$ cat config.mk
export PLATFORM = sky130hd
export DESIGN_NAME = prog_loader
export DESIGN_NICKNAME = d
export VERILOG_FILES = /design/src/rtl/prog_loader.sv
export SDC_FILE = /design/constraint.sdc
export NUM_CORES = 1
export LEC_CHECK = 0
export BUFFER_PORTS_ARGS = -buffer_cell sky130_fd_sc_hd__buf_2
export CAP_MARGIN = 20
export CORE_MARGIN = 3
export CORE_UTILIZATION = 42
export CTS_CLUSTER_SIZE = 8
export DETAILED_ROUTE_END_ITERATION = 8
export GPL_ROUTABILITY_DRIVEN = 0
export GPL_TIMING_DRIVEN = 0
export MAX_ROUTING_LAYER = met4
export PLACE_DENSITY = 0.76
export RECOVER_POWER = 50
export SYNTH_ARGS = -nofsm -noshare
export SYNTH_HDL_FRONTEND = slang
export SYNTH_SLANG_ARGS = --single-unit
$ cat constraint.sdc
create_clock -name clk -period 1.6 [get_ports clk]
set_input_delay 0.16 -clock clk [delete_from_list [all_inputs] [get_ports clk]]
set_output_delay 0.16 -clock clk [all_outputs]
set_load 0.1 [all_outputs]
$ cat src/rtl/prog_loader.sv
// Boot loader: on a debounced press of the load button, copies ROM_DEPTH words from the
// synchronous boot ROM into instruction memory, holding the core in reset while it runs.
//
// state   | meaning
// --------+----------------------------------------------------------
// S_IDLE  | waiting for the first press since reset, core released
// S_LOAD  | issuing ROM reads, one address per cycle, core held
// S_DRAIN | last ROM word in flight, written this cycle
// S_DONE  | transfer finished, done set, core released, re-press reloads
module prog_loader #(
  parameter int ROM_DEPTH       = 256,
  parameter int ADDR_W          = 8,
  parameter int DATA_W          = 32,
  parameter int DEBOUNCE_CYCLES = 1000
) (
  input  logic              clk,
  input  logic              reset,
  input  logic              start_btn,
  output logic [ADDR_W-1:0] rom_addr,
  input  logic [DATA_W-1:0] rom_data,
  output logic              mem_we,
  output logic [ADDR_W-1:0] mem_addr,
  output logic [DATA_W-1:0] mem_wdata,
  output logic              cpu_hold,
  output logic              busy,
  output logic              done
);

  localparam int                DB_W     = $clog2(DEBOUNCE_CYCLES);
  localparam logic [DB_W-1:0]   DB_LAST  = DB_W'(DEBOUNCE_CYCLES - 1);
  localparam logic [ADDR_W-1:0] PTR_LAST = ADDR_W'(ROM_DEPTH - 1);

  typedef enum logic [1:0] {S_IDLE, S_LOAD, S_DRAIN, S_DONE} state_t;

  state_t            r_state;
  logic              r_sync1, r_sync2;
  logic              r_db_level, r_db_prev;
  logic [DB_W-1:0]   r_db_cnt;
  logic [ADDR_W-1:0] r_rd_ptr;
  logic              r_mem_we;
  logic [ADDR_W-1:0] r_mem_addr;
  logic              r_busy, r_cpu_hold, r_done;
  logic              w_start;

  always_ff @(posedge clk or posedge reset) begin
    if (reset) begin
      r_sync1 <= 1'b0;
      r_sync2 <= 1'b0;
    end else begin
      r_sync1 <= start_btn;
      r_sync2 <= r_sync1;
    end
  end

  // Level only flips after DEBOUNCE_CYCLES consecutive samples disagreeing with it.
  always_ff @(posedge clk or posedge reset) begin
    if (reset) begin
      r_db_level <= 1'b0;
      r_db_prev  <= 1'b0;
      r_db_cnt   <= '0;
    end else begin
      r_db_prev <= r_db_level;
      if (r_sync2 == r_db_level) begin
        r_db_cnt <= '0;
      end else if (r_db_cnt == DB_LAST) begin
        r_db_level <= ~r_db_level;
        r_db_cnt   <= '0;
      end else begin
        r_db_cnt <= r_db_cnt + DB_W'(1);
      end
    end
  end

  assign w_start = r_db_level & ~r_db_prev;

  always_ff @(posedge clk or posedge reset) begin
    if (reset) begin
      r_state    <= S_IDLE;
      r_rd_ptr   <= '0;
      r_mem_we   <= 1'b0;
      r_mem_addr <= '0;
      r_busy     <= 1'b0;
      r_cpu_hold <= 1'b0;
      r_done     <= 1'b0;
    end else begin
      r_mem_we <= 1'b0;
      case (r_state)
        S_IDLE, S_DONE: begin
          if (w_start) begin
            r_state    <= S_LOAD;
            r_rd_ptr   <= '0;
            r_busy     <= 1'b1;
            r_cpu_hold <= 1'b1;
            r_done     <= 1'b0;
          end
        end
        S_LOAD: begin
          // Address issued now is written next cycle, when its ROM data arrives.
          r_mem_we   <= 1'b1;
          r_mem_addr <= r_rd_ptr;
          r_rd_ptr   <= r_rd_ptr + ADDR_W'(1);
          if (r_rd_ptr == PTR_LAST) r_state <= S_DRAIN;
        end
        S_DRAIN: begin
          r_state    <= S_DONE;
          r_busy     <= 1'b0;
          r_cpu_hold <= 1'b0;
          r_done     <= 1'b1;
        end
        default: r_state <= S_IDLE;
      endcase
    end
  end

  assign rom_addr  = r_rd_ptr;
  assign mem_we    = r_mem_we;
  assign mem_addr  = r_mem_addr;
  // ROM output register already aligns data with the registered write strobe.
  assign mem_wdata = r_mem_we ? rom_data : '0;
  assign busy      = r_busy;
  assign cpu_hold  = r_cpu_hold;
  assign done      = r_done;

endmodule

==> results.rst, run 1 <==
.. list-table::
   :header-rows: 1

   * - Metric
     - Value
   * - Ratio of total power to cell area
     - 570 nW/µm²
   * - Highest ir drop seen on vdd
     - 0.000689 V
   * - Synth Area in Simple Gates
     - 25.7%
   * - Vertical extent of the die
     - 72.9 µm
   * - Share of flip-flops with an asynchronous set or reset
     - 100%
   * - Number of flops mapped to enable cells by yosys
     - 0
   * - Count of final setup violators
     - 0
   * - Filler-free cell count of the finished design
     - 349
   * - Maximum number of pins on one net before global-route repair
     - 25
   * - Leading cell types in the layout, fill and taps excluded
     - sky130_fd_sc_hd__buf_4 (44), sky130_fd_sc_hd__buf_2 (43), sky130_fd_sc_hd__and2_2 (32)
   * - Maximum clock frequency
     - 656 MHz
   * - Arrival time reported for the critical path endpoint
     - 1.70 ns
   * - Kind of critical path
     - reg2reg
   * - Layout area overhead
     - 48.6%
   * - Final number of max-transition violations
     - 0
   * - CTS buffer count
     - 5
   * - Adder-cell share of the synthesized area
     - 2.66%
   * - Antenna violations before repair
     - 0
   * - Total grt overflow
     - 0
   * - Number of rows in the core area
     - 23
   * - Min Tclk post-route
     - 1.52 ns
   * - Clock latency on the worst-skew pair
     - 0.29 ns
   * - Count of buffers from port buffering
     - 86
   * - Max Buffers Root-to-Sink
     - 2
   * - Area inside the core boundary
     - 4140 µm²
   * - Slowest cell delay on critical path
     - 0.42 ns
   * - Worst Path Max Fanout
     - 8
   * - Vias in the first global route
     - 1793
   * - Main combinational cell family by area after synthesis
     - simple AND/OR/NAND/NOR gates
   * - Pre-Repair DR Iteration Count
     - 5
   * - RSZ-0062 raised after global routing
     - false
   * - Critical path, cell by cell
     - ha_4 > nand3b_4 > and2_4 > a221o_1
   * - Final setup margin
     - 0.0766 ns
   * - Share of synthesized area spent on multiplexers
     - 2.99%
   * - Slew headroom
     - 60.6%
   * - Share of final-layout standard cells stronger than drive strength 1
     - 56.5%
   * - Netlist area before placement
     - 1880 µm²
   * - Cell area after placement
     - 2490 µm²
   * - Crit path capture type
     - flop
   * - Diode count
     - 0
   * - Yosys warns
     - 0
   * - XOR/XNOR Fraction of Synth Area
     - 2.33%
   * - Number of nets produced by synthesis
     - 230
   * - H-tree lvl count
     - 2
   * - Fraction of the yosys area taken by sequential cells
     - 46.6%
   * - Skew final
     - 0.00265 ns
   * - Distinct cell type count after synthesis
     - 42
   * - Most frequent standard cell in the layout excluding fill and tap cells
     - sky130_fd_sc_hd__buf_4
   * - Synthesized-area fraction occupied by ao, oa, aoi and oai cells
     - 14.8%
   * - Via density per instance
     - 5.27
   * - Area of the die
     - 5320 µm²
   * - Number of storage elements in the synthesis netlist
     - 35
   * - Clock-pin transition on the worst setup and hold timing paths
     - 0.07 ns
   * - Horizontal extent of the die
     - 72.9 µm
   * - Vias after detailed routing
     - 1839
   * - Number of sinks driven by the clock tree
     - 35
   * - Post-synthesis area per instance
     - 9.85 µm²
   * - Worst-margin pin slew
     - 0.591 ns
   * - Required time of the critical path
     - 1.78 ns
   * - Worst slack after detailed placement
     - -0.206 ns
   * - Kind of path behind the tightest hold check
     - reg2reg
   * - Final instance area
     - 2800 µm²
   * - Top-level I/O count
     - 87
   * - Initial core utilization
     - 45.4%
   * - Clk Tree Root Cell
     - sky130_fd_sc_hd__clkbuf_8
   * - Wire length of the first global-routing pass
     - 8350 µm
   * - Routed wire per std cell
     - 14.8 µm
   * - Total wire length after detailed routing
     - 5180 µm
   * - Final period utilization
     - 95.2%
   * - Dominant synthesized flop cell
     - sky130_fd_sc_hd__dfrtp_1
   * - Layout fillers
     - 336
   * - Syn Inst Count
     - 191
   * - Startpoint type of the worst setup path
     - flop
   * - Cell type of the slowest stage on the worst timing path
     - sky130_fd_sc_hd__dfrtp_1
   * - Final ANT Viol Nets
     - 0
   * - Clock tree from TritonCTS
     - yes
   * - Overall global routing resource usage
     - 20.9%
   * - Number of design rule violations left after detail routing
     - 0
   * - Detailed placer's ending HPWL
     - 3560 µm
   * - Outcome
     - complete, no violations
   * - Final Hold Viols
     - 0
   * - DRC marker count from the first detailed-route iteration
     - 63
   * - MaxCap Viol Count
     - 0
   * - Post-layout nets
     - 337
   * - Inst Count DP
     - 328
   * - Leakage power summed over all cells
     - 1.38 nW
==> area by class of cell <==
cell class,count,area [µm²],share of cell area [%]
buffer,6,35.0,1.25
clock buffer,7,76.3,2.73
timing repair buffer,102,628,22.5
clock inverter,1,5.00,0.179
multi-input combinational,136,1050,37.7
sequential,35,890,31.8
tap,50,62.6,2.24
inverter,12,45.0,1.61
==> routing by layer <==
metal	vias up	share of wire [%]	wire (µm)	track usage [%]
met5	-	0	0	-
met4	0	1.2	63	5.53
met3	9	9.4	487	5.10
met2	86	53	2730	36.0
met1	853	37	1900	24.3
li1	891	-	-	-
==> timing repair <==
action	CTS	global route
buffers inserted	9	4
endpoints found under the setup margin	45	40
hold endpoints to repair	12	0
hold buffers	2	0
pin swaps	2	2
resized for setup	37	15
==> worst paths after layout <==
| check | start | end | slack [ns] | cells past startpoint |
|---|---|---|---|---|
| hold / removal | r_sync1 | r_sync2 | 0.35 | 0 |
| hold reg to reg | r_sync1 | r_sync2 | 0.35 | 0 |
| max in group asynchronous | reset | rom_addr[1] | 0.22 | 4 |
| setup / recovery | r_state[1] | rom_addr[7] | 0.08 | 4 |
| setup reg to reg | r_state[1] | rom_addr[7] | 0.08 | 4 |
| min in group asynchronous | reset | r_db_cnt[2] | 0.40 | 3 |
==> synthesized netlist by cell type, drive strengths merged, types with 3 or more instances <==
cell,instances,area (µm²)
ha,4,50.1
nand3b,4,33.8
clkbuf,5,18.8
nand2b,5,31.3
a21oi,5,25.0
nand4,3,18.8
xor2,3,26.3
o221ai,3,26.3
mux2,5,56.3
dfrtp,35,876
o211ai,4,30.0
or3,3,18.8
o21ai,9,45.0
inv,12,45.0
and2,33,206
nor2,5,18.8
nand3,10,50.1
nand2,11,41.3
buf,3,30.0
==> cell families after synthesis <==
logic type / after synthesis
mux: 5
buf+inv: 20
compound gates: 39
xor+xnor: 5
simple gates: 83
flops: 35
fa+ha+maj: 4
==> per-stage QoR <==
stage               utilization [%]  hold WS (ns)  total power, mW  TNS (ns)
global placement               59.3         0.270            0.989     -1.02
floorplan                         -         0.191            0.944    -0.137
CTS                            66.1         0.356             1.61         0
detailed placement             60.0         0.223            0.999     -1.43
global route                   67.5         0.364             1.65         0
finish                         67.5         0.354             1.59         0
==> flip-flops by register name, summed over array words and instances, names as in the netlist, 2 cells and up <==
name and flops:
mem_addr 8, r_db_cnt 10, r_state 2, rom_addr 8
==> report_power, final <==
group          leakage, nW  total [mW]  internal [mW]  switching, mW
sequential           0.470       0.901          0.893        0.00746
clock               0.0422       0.613          0.305          0.308
combinational        0.864      0.0807         0.0423         0.0384
==> critical path: cells and delay by family (launching register included) <==
family	cells	cell delay (ns)
simple gates	2	0.32
flops	1	0.42
fa+ha+maj	1	0.32
compound gates	1	0.34
No activity file was read; power rests on OpenSTA's default activity.
==> inputs of run 2 (changes only) <==
--- a/config.mk
+++ b/config.mk
@@ -16,5 +16,5 @@
 export MAX_ROUTING_LAYER = met4
 export PLACE_DENSITY = 0.76
-export RECOVER_POWER = 50
+export SLEW_MARGIN = 5
 export SYNTH_ARGS = -nofsm -noshare
 export SYNTH_HDL_FRONTEND = slang
==> constraint.sdc (replaced) <==
create_clock -name clk -period 1.6 [get_ports clk]
set_input_delay 0.16 -clock clk [delete_from_list [all_inputs] [get_ports clk]]
set_output_delay 0.16 -clock clk [all_outputs]
set_load 0.01 [all_outputs]
==> run 2 against run 1 <==
The flow now finishes with violations (negative hold slack, negative setup slack). Routed wire length fell by 8.5%. Maximum frequency is 6.8% lower. Clock power up 13%. Setup slack got worse by 0.11 ns. Largest power group unchanged. Count of clock-buffer cells in the layout rose by 1. Utilization shrank 2.3 points. Die area unchanged. Combinational power grew 4.5%.
==> results.rst, run 2 (synthesis gave the netlist of run 1 again) <==
.. list-table::
   :header-rows: 1

   * - Metric
     - Value
   * - Outcome
     - complete, but fails checks
   * - Violations in the final reports
     - negative hold slack, negative setup slack
   * - Total grt overflow
     - 0 (unchanged)
   * - Min Tclk post-route
     - 1.63 ns (+0.111 ns)
   * - Number of rows in the core area
     - 23 (unchanged)
   * - Switching fraction of total power
     - 20.7% (-1.4 points)
   * - Clock share of power
     - 41.3% (+2.9 points)
   * - Clock-pin transition on the worst setup and hold timing paths
     - 0.07 ns (about the same)
   * - Count of buffers from port buffering
     - 86 (unchanged)
   * - DRC marker count from the first detailed-route iteration
     - 38 (-40%)
   * - Highest ir drop seen on vdd
     - 0.000670 V (-2.8%)
   * - Internal power summed over all cells
     - 1.33 mW (+7.4%)
   * - Number of sinks driven by the clock tree
     - 35 (unchanged)
   * - Routed wire per std cell
     - 13.6 µm (-8.7%)
   * - Kind of path behind the tightest hold check
     - in2async
   * - Final period utilization
     - 102% (+6.9 points)
   * - Required time of the critical path
     - 1.77 ns (about the same)
   * - Sequential share of power
     - 53.7% (-2.8 points)
   * - Kind of critical path
     - reg2reg
   * - Maximum number of pins on one net before global-route repair
     - 20 (-20%)
   * - Pre-Repair DR Iteration Count
     - 4 (-1)
   * - Vias after detailed routing
     - 1802 (-2.0%)
   * - Post-layout nets
     - 338 (+0.30%)
   * - Worst-margin pin slew
     - 0.726 ns (+0.135 ns)
   * - Leading cell types in the layout, fill and taps excluded
     - sky130_fd_sc_hd__buf_2 (86), sky130_fd_sc_hd__dfrtp_1 (33), sky130_fd_sc_hd__and2_1 (32)
   * - Clock tree from TritonCTS
     - yes
   * - Crit path capture type
     - flop
   * - Max Buffers Root-to-Sink
     - 2 (unchanged)
   * - Final setup margin
     - -0.0342 ns (-0.111 ns)
   * - Clock latency on the worst-skew pair
     - 0.29 ns (about the same)
   * - Skew final
     - 0.00793 ns (+0.00528 ns)
   * - Final number of max-transition violations
     - 0 (unchanged)
   * - Met3 wire length
     - 426 µm (-13%)
   * - Final ANT Viol Nets
     - 0 (unchanged)
   * - Top-level I/O count
     - 87 (unchanged)
   * - Via density per instance
     - 5.15 (-2.3%)
   * - Power share of the combinational group
     - 5.0% (about the same)
   * - Diode count
     - 0 (unchanged)
   * - Slew headroom
     - 51.5% (-9.1 points)
   * - Overall global routing resource usage
     - 18.4% (-2.5 points)
   * - Layout area overhead
     - 43.6%
   * - Antenna violations before repair
     - 0 (unchanged)
   * - H-tree lvl count
     - 2 (unchanged)
   * - Routed length on met1
     - 1940 µm (+2.1%)
   * - Startpoint type of the worst setup path
     - flop
   * - Area of the die
     - 5320 µm² (unchanged)
   * - Arrival time reported for the critical path endpoint
     - 1.81 ns (+0.11 ns)
   * - Most frequent standard cell in the layout excluding fill and tap cells
     - sky130_fd_sc_hd__buf_2
   * - Final Hold Viols
     - 16 (+16)
   * - Area inside the core boundary
     - 4140 µm² (unchanged)
   * - Wire length of the first global-routing pass
     - 7380 µm (-12%)
   * - Register bank with the most flops
     - r_db_cnt
   * - Vertical extent of the die
     - 72.9 µm (unchanged)
   * - Maximum clock frequency
     - 612 MHz (-6.8%)
   * - MaxCap Viol Count
     - 0 (unchanged)
   * - Met2 routed wirelength
     - 2300 µm (-16%)
   * - Clk Tree Root Cell
     - sky130_fd_sc_hd__clkbuf_8
   * - WHS
     - -0.0129 ns (-0.367 ns)
   * - Detailed placer's ending HPWL
     - 3560 µm (about the same)
   * - Ratio of total power to cell area
     - 622 nW/µm² (+9.1%)
   * - Core Util, Final
     - 65.2% (-2.3 points)
   * - Initial core utilization
     - 45.4% (unchanged)
   * - Total wire length after detailed routing
     - 4740 µm (-8.5%)
   * - Net Sw Power
     - 0.349 mW (-1.5%)
   * - Number of flip-flops in the largest register
     - 10 (unchanged)
   * - CTS buffer count
     - 5 (unchanged)
   * - Worst slack after detailed placement
     - -0.195 ns (+0.0117 ns)
   * - RSZ-0062 raised after global routing
     - true
   * - Top layer used by detailed routing
     - met4
   * - Horizontal extent of the die
     - 72.9 µm (unchanged)
   * - Vias in the first global route
     - 1702 (-5.1%)
   * - Count of final setup violators
     - 3 (+3)
   * - Worst Path Max Fanout
     - 6 (-2)
   * - Share of final-layout standard cells stronger than drive strength 1
     - 44.3% (-12 points)
   * - Leakage power summed over all cells
     - 1.40 nW (+1.4%)
   * - Number of design rule violations left after detail routing
     - 0 (unchanged)
-- run 2: power by group through the flow --
stage | registers [mW] | clock network [mW] | logic, mW
floorplan | 0.915 | 0 | 0.0287
global placement | 0.916 | 0 | 0.0720
detailed placement | 0.917 | 0 | 0.0822
CTS | 0.901 | 0.706 | 0.0841
global route | 0.902 | 0.745 | 0.0971
finish | 0.902 | 0.694 | 0.0843
-- run 2: routing by layer --
| metal | up-vias | global-route usage (%) |
|---|---|---|
| li1 | 894 | - |
| met1 | 818 | 20.7 |
| met2 | 82 | 31.9 |
| met3 | 8 | 4.68 |
| met4 | 0 | 6.15 |
| met5 | - | - |
-- run 2: worst paths after layout --
check / start / to / slack [ns] / depth (start not counted)
worst min-delay path: reset / rom_addr[3] / -0.01 / 2
max in group asynchronous: reset / r_state[1] / 1.07 / 3
worst max-delay path: r_state[1] / rom_addr[7] / -0.03 / 5
worst min register to register: r_sync1 / r_sync2 / 0.36 / 0
min in group clk: r_sync1 / r_sync2 / 0.36 / 0
worst max register to register: r_state[1] / rom_addr[7] / -0.03 / 5
-- run 2: area by class of cell --
type | count | area (µm²)
buffer | 7 | 42.5
clock buffer | 8 | 100
fill | 341 | 1440
inverter | 12 | 45.0
multi-input combinational | 136 | 995
sequential | 35 | 878
tap | 50 | 62.6
timing repair buffer | 102 | 577
-- run 2: metrics by stage --
step                      area, µm²  setup TNS (ns)  total power [mW]  cells
after floorplan                1900         -0.0866             0.944    191
after global placement         2390          -0.989             0.988    327
after detailed placement       2420           -1.12             0.999    328
after CTS                      2630         -0.0682              1.69    349
after global routing           2700          -0.220              1.74    350
final                          2700         -0.0572              1.68    350
-- run 2: worst max-delay path, stage by stage, from the launching register on --
cell and delay [ns]:
sky130_fd_sc_hd__dfrtp_1 0.40, sky130_fd_sc_hd__ha_1 0.31, sky130_fd_sc_hd__buf_6 0.13, sky130_fd_sc_hd__nand2b_4 0.16, sky130_fd_sc_hd__and2_4 0.20, sky130_fd_sc_hd__a221o_1 0.32
-- run 2: what timing repair did --
| action | CTS | global route |
|---|---|---|
| endpoints found under the hold margin | 1 | 0 |
| gates resized for setup | 6 | 15 |
| setup endpoints to repair | 14 | 16 |
| pin swaps | 2 | 5 |
| buffers inserted | 13 | 2 |
| hold buffers | 1 | 0 |
| cloned | 0 | 0 |
